<file path="src/rtl/dvlsi_pkg.sv">
// rtl/dvlsi_pkg.sv - shared tile-MMA command and tensor-core interface types
package dvlsi_pkg;

    localparam int TMMA_Q_DEPTH = 4;

    typedef struct packed {
        logic [13:0] ctrl;
        logic [7:0]  tm;
        logic [7:0]  tk;
        logic [7:0]  tn;
        logic [31:0] lhs_addr;
        logic [31:0] rhs_addr;
        logic [31:0] acc_addr;
        logic [31:0] dst_addr;
    } tmma_req_t;

    typedef struct packed {
        logic      tensor_core_valid;
        tmma_req_t tmma_req;
    } tensor_core_req_t;

    typedef struct packed {
        logic tensor_core_ready;
        logic tensor_core_done;
    } tensor_core_resp_t;

    typedef enum logic [1:0] {
        TMMA_Q_IDLE      = 2'd0,
        TMMA_Q_ISSUE     = 2'd1,
        TMMA_Q_WAIT_DONE = 2'd2
    } tmma_q_state_e;

    // A tile with any zero dimension describes no work and must not reach the core.
    function automatic logic tmma_req_valid(input tmma_req_t req);
        return (req.tm != '0) && (req.tk != '0) && (req.tn != '0);
    endfunction

endpackage

</file>
<file path="src/rtl/tmma_cmd_fifo.sv">
// rtl/tmma_cmd_fifo.sv - non-fall-through command FIFO with combinational head
module tmma_cmd_fifo
    import dvlsi_pkg::*;
#(
    parameter int DEPTH = TMMA_Q_DEPTH,
    localparam int PTR_W = $clog2(DEPTH),
    localparam int CNT_W = $clog2(DEPTH + 1)
) (
    input  logic             clk_i,
    input  logic             rst_ni,
    input  logic             push,
    input  tmma_req_t        wdata,
    input  logic             pop,
    output tmma_req_t        rdata,
    output logic             full,
    output logic             empty,
    output logic [CNT_W-1:0] count
);

    tmma_req_t        mem [DEPTH];
    logic [PTR_W-1:0] wr_ptr;
    logic [PTR_W-1:0] rd_ptr;
    logic [CNT_W-1:0] cnt;

    always_ff @(posedge clk_i) begin
        if (push) begin
            mem[wr_ptr] <= wdata;
        end
    end

    // Pointers wrap naturally because DEPTH is a power of two.
    always_ff @(posedge clk_i or negedge rst_ni) begin
        if (!rst_ni) begin
            wr_ptr <= '0;
            rd_ptr <= '0;
            cnt    <= '0;
        end else begin
            if (push) begin
                wr_ptr <= wr_ptr + PTR_W'(1);
            end
            if (pop) begin
                rd_ptr <= rd_ptr + PTR_W'(1);
            end
            case ({push, pop})
                2'b10:   cnt <= cnt + CNT_W'(1);
                2'b01:   cnt <= cnt - CNT_W'(1);
                default: cnt <= cnt;
            endcase
        end
    end

    assign rdata = mem[rd_ptr];
    assign full  = (cnt == CNT_W'(DEPTH));
    assign empty = (cnt == '0);
    assign count = cnt;

endmodule

</file>
<file path="src/rtl/tmma_cmd_queue.sv">
// rtl/tmma_cmd_queue.sv - tile-MMA command queue with single-issue FSM and fence
module tmma_cmd_queue
    import dvlsi_pkg::*;
#(
    parameter int DEPTH = TMMA_Q_DEPTH,
    parameter int CNT_W = $clog2(DEPTH + 2)
) (
    input  logic              clk_i,
    input  logic              rst_ni,
    input  logic              cmd_valid_i,
    output logic              cmd_ready_o,
    input  tmma_req_t         cmd_i,
    output tensor_core_req_t  tc_req_o,
    input  tensor_core_resp_t tc_resp_i,
    input  logic              fence_req_i,
    output logic              fence_ack_o,
    output logic [CNT_W-1:0]  outstanding_o,
    output logic              cmd_err_o,
    output logic              spurious_done_o
);

    localparam int FCNT_W = $clog2(DEPTH + 1);

    logic              full;
    logic              empty;
    logic [FCNT_W-1:0] fifo_count;
    logic [FCNT_W-1:0] count_next;
    tmma_req_t         head;

    tmma_q_state_e     state;
    tmma_q_state_e     state_next;

    logic              cmd_hs;
    logic              push;
    logic              pop;
    logic              fence_pend;
    logic              fence_done;
    logic              req_valid;
    tmma_req_t         req_q;
    logic [CNT_W-1:0]  outstanding_q;
    logic              fence_ack_q;
    logic              cmd_err_q;
    logic              spurious_q;

    assign cmd_ready_o = !full && !fence_pend;
    assign cmd_hs      = cmd_valid_i && cmd_ready_o;
    assign push        = cmd_hs && tmma_req_valid(cmd_i);
    // The entry stays in the FIFO while being presented; it leaves on the core's accept.
    assign pop         = (state == TMMA_Q_ISSUE) && tc_resp_i.tensor_core_ready;

    tmma_cmd_fifo #(
        .DEPTH (DEPTH)
    ) u_fifo (
        .clk_i  (clk_i),
        .rst_ni (rst_ni),
        .push   (push),
        .wdata  (cmd_i),
        .pop    (pop),
        .rdata  (head),
        .full   (full),
        .empty  (empty),
        .count  (fifo_count)
    );

    always_comb begin
        state_next = state;
        unique case (state)
            TMMA_Q_IDLE:      if (!empty) state_next = TMMA_Q_ISSUE;
            TMMA_Q_ISSUE:     if (tc_resp_i.tensor_core_ready) state_next = TMMA_Q_WAIT_DONE;
            TMMA_Q_WAIT_DONE: if (tc_resp_i.tensor_core_done) state_next = TMMA_Q_IDLE;
            default:          state_next = TMMA_Q_IDLE;
        endcase
    end

    assign count_next = fifo_count + FCNT_W'(push) - FCNT_W'(pop);

    // Evaluated on next-cycle occupancy so the ack lands the cycle after the last done.
    assign fence_done = (fence_pend || fence_req_i) && (count_next == '0)
                        && (state_next == TMMA_Q_IDLE);

    always_ff @(posedge clk_i or negedge rst_ni) begin
        if (!rst_ni) begin
            state         <= TMMA_Q_IDLE;
            req_valid     <= 1'b0;
            req_q         <= '0;
            outstanding_q <= '0;
            fence_pend    <= 1'b0;
            fence_ack_q   <= 1'b0;
            cmd_err_q     <= 1'b0;
            spurious_q    <= 1'b0;
        end else begin
            state <= state_next;
            if ((state == TMMA_Q_IDLE) && !empty) begin
                req_valid <= 1'b1;
                req_q     <= head;
            end else if (pop) begin
                req_valid <= 1'b0;
            end
            outstanding_q <= CNT_W'(count_next) + CNT_W'(state_next != TMMA_Q_IDLE);
            cmd_err_q     <= cmd_hs && !tmma_req_valid(cmd_i);
            spurious_q    <= tc_resp_i.tensor_core_done && (state != TMMA_Q_WAIT_DONE);
            fence_ack_q   <= fence_done;
            if (fence_done) begin
                fence_pend <= 1'b0;
            end else if (fence_req_i) begin
                fence_pend <= 1'b1;
            end
        end
    end

    assign tc_req_o        = '{tensor_core_valid: req_valid, tmma_req: req_q};
    assign outstanding_o   = outstanding_q;
    assign fence_ack_o     = fence_ack_q;
    assign cmd_err_o       = cmd_err_q;
    assign spurious_done_o = spurious_q;

endmodule
</file>
<file path="config.mk">
export PLATFORM = sky130hd
export DESIGN_NAME = tmma_cmd_queue
export DESIGN_NICKNAME = d
export VERILOG_FILES = /design/src/rtl/dvlsi_pkg.sv /design/src/rtl/tmma_cmd_fifo.sv /design/src/rtl/tmma_cmd_queue.sv
export SDC_FILE = /design/constraint.sdc
export NUM_CORES = 1
export LEC_CHECK = 0
export BUFFER_PORTS_ARGS = -buffer_cell sky130_fd_sc_hd__buf_2
export CORE_AREA = 2 2 243 245
export CTS_CLUSTER_SIZE = 20
export DETAILED_ROUTE_END_ITERATION = 10
export DIE_AREA = 0 0 245 247
export PLACE_DENSITY = 0.82
export SYNTH_ARGS = -nofsm -noshare
export SYNTH_HDL_FRONTEND = slang
export SYNTH_SLANG_ARGS = --single-unit
export TNS_END_PERCENT = 20
</file>
<file path="constraint.sdc">
create_clock -name clk_i -period 6.7 [get_ports clk_i]
set_input_delay 1.005 -clock clk_i [delete_from_list [all_inputs] [get_ports clk_i]]
set_output_delay 1.005 -clock clk_i [all_outputs]
set_load 0.1 [all_outputs]
</file>
# After elaboration in Yosys (flattened, before gate mapping)
# Memories as Yosys holds them, arrays and structs flattened. A register that Yosys moved wholly into a read port is not among the register bits.
# Index checks and enable logic that the tools add are counted.
dict set report totals {
  register_bits 17
  ram_bits 664
  input_bits 172
  out_inout_bits 174
  memories 1
}
dict set report op_classes {
  addsub 7
  eq_ne 6
  n_mux 11
  reduce_logical 28
}
# name depth word_bits read_ports rd_clocked_by_memory_dff wr line_no
set mem_list {}
lappend mem_list {u_fifo.mem 4 166 1 1 1 tmma_cmd_fifo.sv:20} ;# tmma_req_t mem [DEPTH];
# operator count
set ops {}
lappend ops {{$reduce_bool A8 Y1} 3}
lappend ops {{$logic_and A1 B1 Y1} 11}
lappend ops {{$reduce_bool A2 Y1} 4}
lappend ops {{$add A3 B1 Y3} 2}
lappend ops {{$logic_not A3 Y1} 2}
lappend ops {{$mux W1} 6}
lappend ops {{$mux W2} 3}
lappend ops {{$pmux W2 S3} 1}
lappend ops {{$pmux W3 S2} 1}
lappend ops {{$logic_not A1 Y1} 5}
lappend ops {{$add A2 B1 Y2 const B} 2}
lappend ops {{$eq A2 B1 Y1 const B} 2}
lappend ops {{$eq A2 B2 Y1 const B} 2}
lappend ops {{$logic_not A2 Y1} 2}
lappend ops {{$add A3 B1 Y3 const B} 1}
lappend ops {{$eq A3 B3 Y1 const B} 1}
lappend ops {{$sub A3 B1 Y3} 1}
lappend ops {{$sub A3 B1 Y3 const B} 1}
lappend ops {{$ne A2 B2 Y1 const B} 1}
lappend ops {{$logic_or A1 B1 Y1} 1}

# Logic depth before layout (Yosys ltp)
# Gate-level depths: netlist of run 1.
dict set report depth {
  ltp_word 11
  depth_mapped 12
  depth_no_buf 11
}

# Modules after synthesis
# From an unflattened synthesis of run 1, not the netlist that was laid out.
dict set report hier_totals {
  cells_unflattened 1308
  hier_area_um2 31094.8
}
# module instances cells_per_inst area_each_um2 seq_area_each_um2
set modules_own_cells {}
lappend modules_own_cells {tmma_cmd_fifo 1 905 24352.1 20114.3}
lappend modules_own_cells {tmma_cmd_queue 1 403 6742.7 4404.2}

# Worst setup path after synthesis of run 1
# Ideal clock, no wire load.
dict set report synth_timing {
  path_type {reg-to-reg}
  from {reg u_fifo.cnt[0] (netlist: u_fifo.count[0])}
  to {mem u_fifo.mem[0][0] in the netlist's numbering (enable)}
  setup_time_ns 0.546
  arrival_time_ns 6.535
  path_slack_ns -0.382
  path_stages_with_launch 7
  path_buffers 1
  synth_period_minus_slack_ns 7.082
  cell_sequence {dfrtp_1 -> inv_1 -> a31oi_1 -> nand2_1 -> nor2b_1 -> buf_2 -> and2_1}
}
dict set report synth_via {
  elab_chain_cells 7
}
# item line_no
set synth_rtl {}
lappend synth_rtl {{start, declared} tmma_cmd_fifo.sv:23} ;# logic [CNT_W-1:0] cnt;
lappend synth_rtl {{start signal, assigned} tmma_cmd_fifo.sv:45} ;# 2'b10: cnt <= cnt + CNT_W'(1);
lappend synth_rtl {{start signal, assigned} tmma_cmd_fifo.sv:46} ;# 2'b01: cnt <= cnt - CNT_W'(1);
lappend synth_rtl {{start signal, assigned} tmma_cmd_fifo.sv:47} ;# default: cnt <= cnt;
lappend synth_rtl {{$eq A3 B3 Y1} tmma_cmd_fifo.sv:53} ;# assign full = (cnt == CNT_W'(DEPTH));
lappend synth_rtl {{$logic_not A1 Y1} tmma_cmd_queue.sv:45} ;# assign cmd_ready_o = !full && !fence_pend;
lappend synth_rtl {{$logic_and A1 B1 Y1} tmma_cmd_queue.sv:45}
lappend synth_rtl {{via cmd_ready_o} tmma_cmd_queue.sv:11} ;# output logic cmd_ready_o,
lappend synth_rtl {{$logic_and A1 B1 Y1} tmma_cmd_queue.sv:46} ;# assign cmd_hs = cmd_valid_i && cmd_ready_o;
lappend synth_rtl {{$logic_and A1 B1 Y1} tmma_cmd_queue.sv:47} ;# assign push = cmd_hs && tmma_req_valid(cmd_i);
lappend synth_rtl {{via push} tmma_cmd_queue.sv:34} ;# logic push;
lappend synth_rtl {{$mux W1} tmma_cmd_fifo.sv:26} ;# if (push) begin
lappend synth_rtl {{$mux W1 (implied by the code)} tmma_cmd_fifo.sv:27} ;# mem[wr_ptr] <= wdata;
lappend synth_rtl {{end, declared} tmma_cmd_fifo.sv:20}
# The timed path passes the listed nets, and every way through them passes these cells.

# Worst setup path in the final report of run 1
dict set report layout_timing {
  from {in cmd_i[128] in the netlist's numbering}
  to {mem u_fifo.mem[2][158] in the netlist's numbering (enable)}
}
dict set report layout_via {
  elab_chain_cells 5
}
# item line_no
set layout_rtl {}
lappend layout_rtl {{start, declared} tmma_cmd_queue.sv:12} ;# input tmma_req_t cmd_i,
lappend layout_rtl {{$reduce_bool A8 Y1} dvlsi_pkg.sv:35} ;# return (req.tm != '0) && (req.tk != '0) && (req.tn != '0);
lappend layout_rtl {{$logic_and A1 B1 Y1} dvlsi_pkg.sv:35}
lappend layout_rtl {{$logic_and A1 B1 Y1} tmma_cmd_queue.sv:47}
lappend layout_rtl {{$mux W1} tmma_cmd_fifo.sv:26}
lappend layout_rtl {{$mux W1 (implied by the code)} tmma_cmd_fifo.sv:27}
# No other way between the ends.

==> impl_metrics.env, run 1 <==
export IMPL_crit_family="simple AND/OR/NAND/NOR gates"
export IMPL_clock_skew_final_ns=0.0234
export IMPL_cts_reportedPaths_clkPinSlew_ns=0.06
export IMPL_post_synth_instance_area_sq_um=31500
export IMPL_synth_simple_gate_area_share_pct=0.516
export IMPL_syn_num_nets=1489
export IMPL_ctsResizeCount=0
export IMPL_cts_max_level=3
export IMPL_end_kind="flop"
export IMPL_fmaxAchievable_mhz=278
export IMPL_post_route_cells_drive_above_1_share_pct=46.9
export IMPL_yosysMostFrequentCell="sky130_fd_sc_hd__edfxtp_1"
export IMPL_muxShareOfSynthArea_pct=19.4
export IMPL_cts_num_sinks=847
export IMPL_synth_area_leader_cell="sky130_fd_sc_hd__edfxtp_1"
export IMPL_clock_root_buffer="sky130_fd_sc_hd__clkbuf_16"
export IMPL_design_final_nets=1873
export IMPL_routed_top_layer="met5"
export IMPL_fin_area_sq_um=36800
export IMPL_finalCriticalPeriod_ns=3.59
export IMPL_drc_errors=0
export IMPL_finalCritPeriodShare_pct=53.6
export IMPL_initialDrtViolationCount=913
export IMPL_run_status="finished, final reports clean"
export IMPL_tightestPinTransition_ns=1.14
export IMPL_die_area_sq_um=60500
export IMPL_num_rows=89
export IMPL_crit_arrival_ns=3.84
export IMPL_slew_headroom_pct=23.7
export IMPL_grt_use_total_pct=20.5
export IMPL_synth_top_family_by_area="multiplexers"
export IMPL_critical_path_fanout_max=59
export IMPL_wl_met3_mm=4.96
export IMPL_synthXorXnorAreaFrac_pct=0.250
export IMPL_timing_hold_worst_class="in2async"
export IMPL_port_buffers=345
export IMPL_total_negative_slack_ns=0
export IMPL_ys_seq_area_share_pct=77.9
export IMPL_grt_first_pass_wirelength_mm=92.3
export IMPL_first_global_vias=14900
export IMPL_ant_nets=0
export IMPL_detailed_place_hpwl_mm=35.4
export IMPL_rsz_0062_raised_after_global_routing="no"
export IMPL_area_fraction_in_compound_gates_after_synthesis_pct=0.107
export IMPL_ys_warnings_count=0
export IMPL_synth_area_top_cells="sky130_fd_sc_hd__edfxtp_1 63%, sky130_fd_sc_hd__dfrtp_1 15%, sky130_fd_sc_hd__mux4_2 12%, sky130_fd_sc_hd__mux2_4 6.1%, sky130_fd_sc_hd__mux2_2 1.3%"
export IMPL_synth_ff_latch_count=847
export IMPL_worstPathBufferInverterCount=2
export IMPL_synth_lib_cells_used_distinct=33
export IMPL_synthesized_area_per_cell_sq_um=24.1
export IMPL_layout_area_overhead_vs_synth_pct=16.9
export IMPL_detailed_place_area_sq_um=34000
export IMPL_finalSetupViolations=0
export IMPL_m1WireLength_mm=25.4
export IMPL_async_flop_share_pct=21.6
export IMPL_die_wd_um=245
export IMPL_max_stage_delay_ns=0.88
export IMPL_ys_dominant_reg_cell="sky130_fd_sc_hd__edfxtp_1"
export IMPL_netlist_top_cells_count="664 x sky130_fd_sc_hd__edfxtp_1, 183 x sky130_fd_sc_hd__dfrtp_1, 166 x sky130_fd_sc_hd__mux4_2"
export IMPL_cp_start_kind="primary input"
export IMPL_grt_start_max_net_pins=130
export IMPL_worst_endpoint_required_ns=6.95
export IMPL_yosys_area_share_adder_pct=0.485
export IMPL_synth_top_cell_area_share_pct=63.3
export IMPL_initial_utilization_pct=54.1
export IMPL_finalWeightedCongestion=0.757
export IMPL_via_per_inst=5.65
export IMPL_cts_made_buffers=83
export IMPL_clock_tree_buffer_depth=3
export IMPL_antenna_found_initial=20
export IMPL_routedWlPerCell_um=24.3
export IMPL_die_height_um=247
export IMPL_cts_repair_timing_setup_buffer_count=0
export IMPL_finalHoldViolations=0
export IMPL_critical_path_class="in2reg"
export IMPL_timing_max_cap_violations=0
export IMPL_num_fill_cells=3798
export IMPL_synth_enable_flop_cells=664
export IMPL_remaining_global_route_overflow=0
export IMPL_tritoncts="built"
export IMPL_detail_route_wirelength_mm=61.6
export IMPL_dr_total_vias=14400
export IMPL_crit_chain="buf_2 > nor4_1 > nand2_1 > and3_1 > nor2b_1 > and2_4 > buf_4"
export IMPL_cts_hold_buffers=0
export IMPL_mapped_cells=1306
export IMPL_slew_violations=0
export IMPL_coreArea_sq_um=58200
export IMPL_ports_placed_on_the_boundary=346
export IMPL_clock_latency_ns=0.63
export IMPL_met2_length_mm=29.6
export IMPL_dr_pass1_iters=5
export IMPL_crit_path_top_delay_cell="sky130_fd_sc_hd__and2_4"
## layout by cell type (no fill, tap or decap), types with 2 or more instances in the layout
master / Yosys / layout
sky130_fd_sc_hd__and2_4: 0 / 4
sky130_fd_sc_hd__buf_12: 0 / 9
sky130_fd_sc_hd__buf_2: 23 / 344
sky130_fd_sc_hd__buf_4: 3 / 4
sky130_fd_sc_hd__bufinv_16: 0 / 10
sky130_fd_sc_hd__clkbuf_1: 6 / 21
sky130_fd_sc_hd__clkbuf_16: 0 / 83
sky130_fd_sc_hd__clkbuf_8: 0 / 3
sky130_fd_sc_hd__clkinv_1: 0 / 7
sky130_fd_sc_hd__clkinv_2: 0 / 19
sky130_fd_sc_hd__clkinv_4: 0 / 3
sky130_fd_sc_hd__clkinv_8: 0 / 4
sky130_fd_sc_hd__dfrtp_1: 183 / 181
sky130_fd_sc_hd__dfrtp_4: 0 / 2
sky130_fd_sc_hd__diode_2: 0 / 5
sky130_fd_sc_hd__edfxtp_1: 664 / 664
sky130_fd_sc_hd__fa_1: 2 / 2
sky130_fd_sc_hd__ha_1: 9 / 9
sky130_fd_sc_hd__inv_1: 10 / 10
sky130_fd_sc_hd__inv_16: 0 / 2
sky130_fd_sc_hd__inv_6: 0 / 2
sky130_fd_sc_hd__mux2_2: 37 / 37
sky130_fd_sc_hd__mux2_4: 129 / 129
sky130_fd_sc_hd__mux4_2: 166 / 166
sky130_fd_sc_hd__nand2_1: 9 / 9
sky130_fd_sc_hd__nor2_1: 4 / 4
sky130_fd_sc_hd__nor4_1: 7 / 7
sky130_fd_sc_hd__xnor2_1: 6 / 6
sky130_fd_sc_hd__xor2_1: 3 / 3
## sequential cells by signal, indices dropped and copies added, names as in the netlist
register and count:
state 2, u_fifo.mem 664, fence_pend 1, u_fifo.wr_ptr 2, spurious_done_o 1, fence_ack_o 1, cmd_err_o 1, u_fifo.count 3
outstanding_o 3, u_fifo.rd_ptr 2, tc_req_o 166, req_valid 1
## cell type report
| type | count | area [sq um] | share of cell area, % |
|---|---|---|---|
| antenna | 5 | 12.5 | 0.0340 |
| clock buffer | 106 | 2180 | 5.93 |
| clock inverter | 49 | 589 | 1.60 |
| inverter | 10 | 37.5 | 0.102 |
| multi-input combinational | 390 | 6560 | 17.8 |
| sequential | 847 | 24500 | 66.6 |
| tap | 773 | 967 | 2.63 |
| timing repair buffer | 358 | 1950 | 5.28 |
## final timing paths
check | start | endpoint | slack (ns) | cells after the start
min in group clk_i | req_valid$_DFFE_PN0P_ | req_valid$_DFFE_PN0P_ | 0.49 | 2
hold reg to reg | req_valid$_DFFE_PN0P_ | req_valid$_DFFE_PN0P_ | 0.49 | 2
setup / recovery | cmd_i[128] | u_fifo.mem[2][158]$_DFFE_PP_ | 3.11 | 7
setup reg to reg | u_fifo.count[0]$_DFFE_PN0P_ | u_fifo.mem[2][158]$_DFFE_PP_ | 3.15 | 6
hold / removal | rst_ni | tc_req_o[73]$_DFFE_PN0P_ | 0.41 | 1
max in group asynchronous | rst_ni | tc_req_o[25]$_DFFE_PN0P_ | 5.14 | 2
## metrics by stage
step           util, %  cells  worst slack (ns)  hold WS (ns)
2_1_floorplan        -   1306            -0.381         0.447
5_1_grt           63.2   2536              2.94         0.463
3_3_place_gp      58.4   2378              2.53         0.471
3_5_place_dp      58.4   2378              2.43         0.471
4_1_cts           63.2   2533              3.09         0.444
6_report          63.2   2538              3.11         0.409
## per-layer routing
| metal | GRT usage (%) | vias to the layer above |
|---|---|---|
| met4 | 6.29 | 30 |
| li1 | - | 6140 |
| met1 | 28.6 | 7593 |
| met2 | 31.4 | 470 |
| met3 | 6.56 | 119 |
| met5 | 0 | - |
## cells by family after synthesis
logic type | count (synthesis)
adder cells (fa/ha/maj) | 11
buffers and inverters | 69
XOR/XNOR | 9
flip-flops | 847
AND/OR/NAND/NOR | 31
multiplexers | 334
AO/OA/AOI/OAI | 5
Power of run 1 is not shown: default switching activity piles up to over one toggle a cycle in this logic, so the estimate is an artifact.
==> run 2: changes to the inputs <==
Settings changed: CORE_AREA 2 2 243 245 to 2 2 247 249, DIE_AREA 0 0 245 247 to 0 0 249 251, PLACE_DENSITY 0.82 to 0.83.
Clock period 6.7 ns to 3 ns, I/O delays scaled along.
==> run 2 against run 1 <==
Net effect: flip-flop and latch count is the same; routed wire length grew 4.6%; design area grew 1.4%; die area grew 3.3%; worst setup slack worse by 2.8 ns; final cell count grew 2.4%; via count increased by 2.4%; global-route usage is 0.33 points higher; critical path depth is 4 higher; first-iteration DRC count up 27%; critical path type is now reg2reg; critical endpoint is now fence_pend$_DFFE_PN0P_.
==> impl_metrics.env, run 2 (synthesized netlist as in run 1, its figures left out) <==
export IMPL_remaining_global_route_overflow=0
export IMPL_num_fill_cells=3901
export IMPL_finalSetupViolations=0
export IMPL_timing_max_cap_violations=0
export IMPL_cts_max_level=3
export IMPL_layout_area_overhead_vs_synth_pct=18.5
export IMPL_post_route_cells_drive_above_1_share_pct=48.3
export IMPL_registers_top_by_ff_count="u_fifo.mem"
export IMPL_finalHoldViolations=0
export IMPL_grt_first_pass_wirelength_mm=97.8
export IMPL_tritoncts="built"
export IMPL_most_common_cell_after_layout_fill_and_taps_aside="sky130_fd_sc_hd__edfxtp_1"
export IMPL_detailed_place_hpwl_mm=39.1
export IMPL_fmaxAchievable_mhz=365
export IMPL_clock_root_buffer="sky130_fd_sc_hd__clkbuf_16"
export IMPL_worst_endpoint_required_ns=3.51
export IMPL_rsz_0062_raised_after_global_routing="no"
export IMPL_flip_flop_count_of_the_largest_register_after_layout=664
export IMPL_whs_ns=0.0432
export IMPL_clock_latency_ns=0.62
export IMPL_end_kind="flop"
export IMPL_crit_arrival_ns=3.25
export IMPL_coreArea_sq_um=59800
export IMPL_fin_area_sq_um=37300
export IMPL_tightestPinTransition_ns=0.908
export IMPL_die_wd_um=249
export IMPL_num_rows=90
export IMPL_finalWeightedCongestion=0.775
export IMPL_timing_hold_worst_class="in2reg"
export IMPL_die_area_sq_um=62500
export IMPL_run_status="finished, final reports clean"
export IMPL_ctsResizeCount=0
export IMPL_crit_family="simple AND/OR/NAND/NOR gates"
export IMPL_critical_path_class="reg2reg"
export IMPL_routedWlPerCell_um=24.8
export IMPL_clock_tree_buffer_depth=3
export IMPL_dr_total_vias=14700
export IMPL_critical_path_fanout_max=5
export IMPL_worstPathBufferInverterCount=2
export IMPL_antenna_found_initial=19
export IMPL_initial_utilization_pct=52.7
export IMPL_design_final_nets=1921
export IMPL_crit_chain="nand2_1 > or2_2 > inv_1 > ha_1 > inv_1 > ha_1 > fa_1 > xnor2_1 > xnor2_1 > or4_1 > o21a_1"
export IMPL_crit_path_top_delay_cell="sky130_fd_sc_hd__or4_1"
export IMPL_max_stage_delay_ns=0.45
export IMPL_grt_use_total_pct=20.8
export IMPL_drc_errors=0
export IMPL_finalCriticalPeriod_ns=2.74
export IMPL_grt_start_max_net_pins=108
export IMPL_cts_repair_timing_setup_buffer_count=0
export IMPL_slew_violations=0
export IMPL_cts_made_buffers=85
export IMPL_cts_num_sinks=847
export IMPL_finalCritPeriodShare_pct=91.3
export IMPL_ports_placed_on_the_boundary=346
export IMPL_slew_headroom_pct=39.5
export IMPL_post_layout_nonfiller_instances=2600
export IMPL_via_per_inst=5.65
export IMPL_detailed_place_area_sq_um=34500
export IMPL_ant_nets=0
export IMPL_detail_route_wirelength_mm=64.4
export IMPL_cp_start_kind="flop"
export IMPL_dr_pass1_iters=5
export IMPL_layout_common_cells="664 x sky130_fd_sc_hd__edfxtp_1, 344 x sky130_fd_sc_hd__buf_2, 181 x sky130_fd_sc_hd__dfrtp_1"
export IMPL_placedCellCount=2430
export IMPL_first_global_vias=15500
export IMPL_port_buffers=345
export IMPL_clock_skew_final_ns=0.0194
export IMPL_die_height_um=251
export IMPL_cts_reportedPaths_clkPinSlew_ns=0.06
export IMPL_initialDrtViolationCount=1155
run 2: worst paths after layout:
kind / startpoint / end / slack (ns) / cells after the start
min in group asynchronous: rst_ni / tc_req_o[66]$_DFFE_PN0P_ / 0.41 / 2
worst min-delay path: cmd_i[78] / u_fifo.mem[0][78]$_DFFE_PP_ / 0.04 / 1
worst max register to register: state[0]$_DFF_PN0_ / fence_pend$_DFFE_PN0P_ / 0.26 / 11
worst min register to register: req_valid$_DFFE_PN0P_ / req_valid$_DFFE_PN0P_ / 0.50 / 2
max in group asynchronous: rst_ni / tc_req_o[18]$_DFFE_PN0P_ / 1.81 / 3
worst max-delay path: state[0]$_DFF_PN0_ / fence_pend$_DFFE_PN0P_ / 0.26 / 11
run 2: through the flow:
step / setup WS, ns / util [%] / TNS [ns]
6_report: 0.261 / 62.4 / 0
5_1_grt: 0.115 / 62.4 / 0
4_1_cts: 0.263 / 62.4 / 0
3_5_place_dp: -0.140 / 57.7 / -0.263
3_3_place_gp: -0.0783 / 57.7 / -0.106
2_1_floorplan: -0.159 / - / -105.31
run 2: cell type report:
cell class              count  area, sq um  area share, %
flip-flops and latches    847        24500           65.7
multi-input cells         390         6570           17.6
clock buffers             122         2450           6.56
repair buffers            404         2420           6.49
well taps                 782          978           2.62
clock inverters            37          322          0.861
inverters                  10         37.5          0.101
diodes                      8         20.0         0.0536
run 2: routing by layer:
metal  routed length (um)  share of wire, %  GRT usage (%)  up-vias
li1                     -                 -              -     6209
met1                26300                41           28.6     7804
met2                32500                50           33.7      535
met3                 4260               6.6           4.96      114
met4                 1210               1.9           6.13       28
met5                  191              0.30              0        -
run 2: what timing repair did:
| action | 4_1_cts | 5_1_grt |
|---|---|---|
| hold buffers | 3 | 0 |
| endpoints found under the setup margin | 0 | 0 |
| endpoints found under the hold margin | 72 | 0 |
Power of run 2 is left out for the same reason.
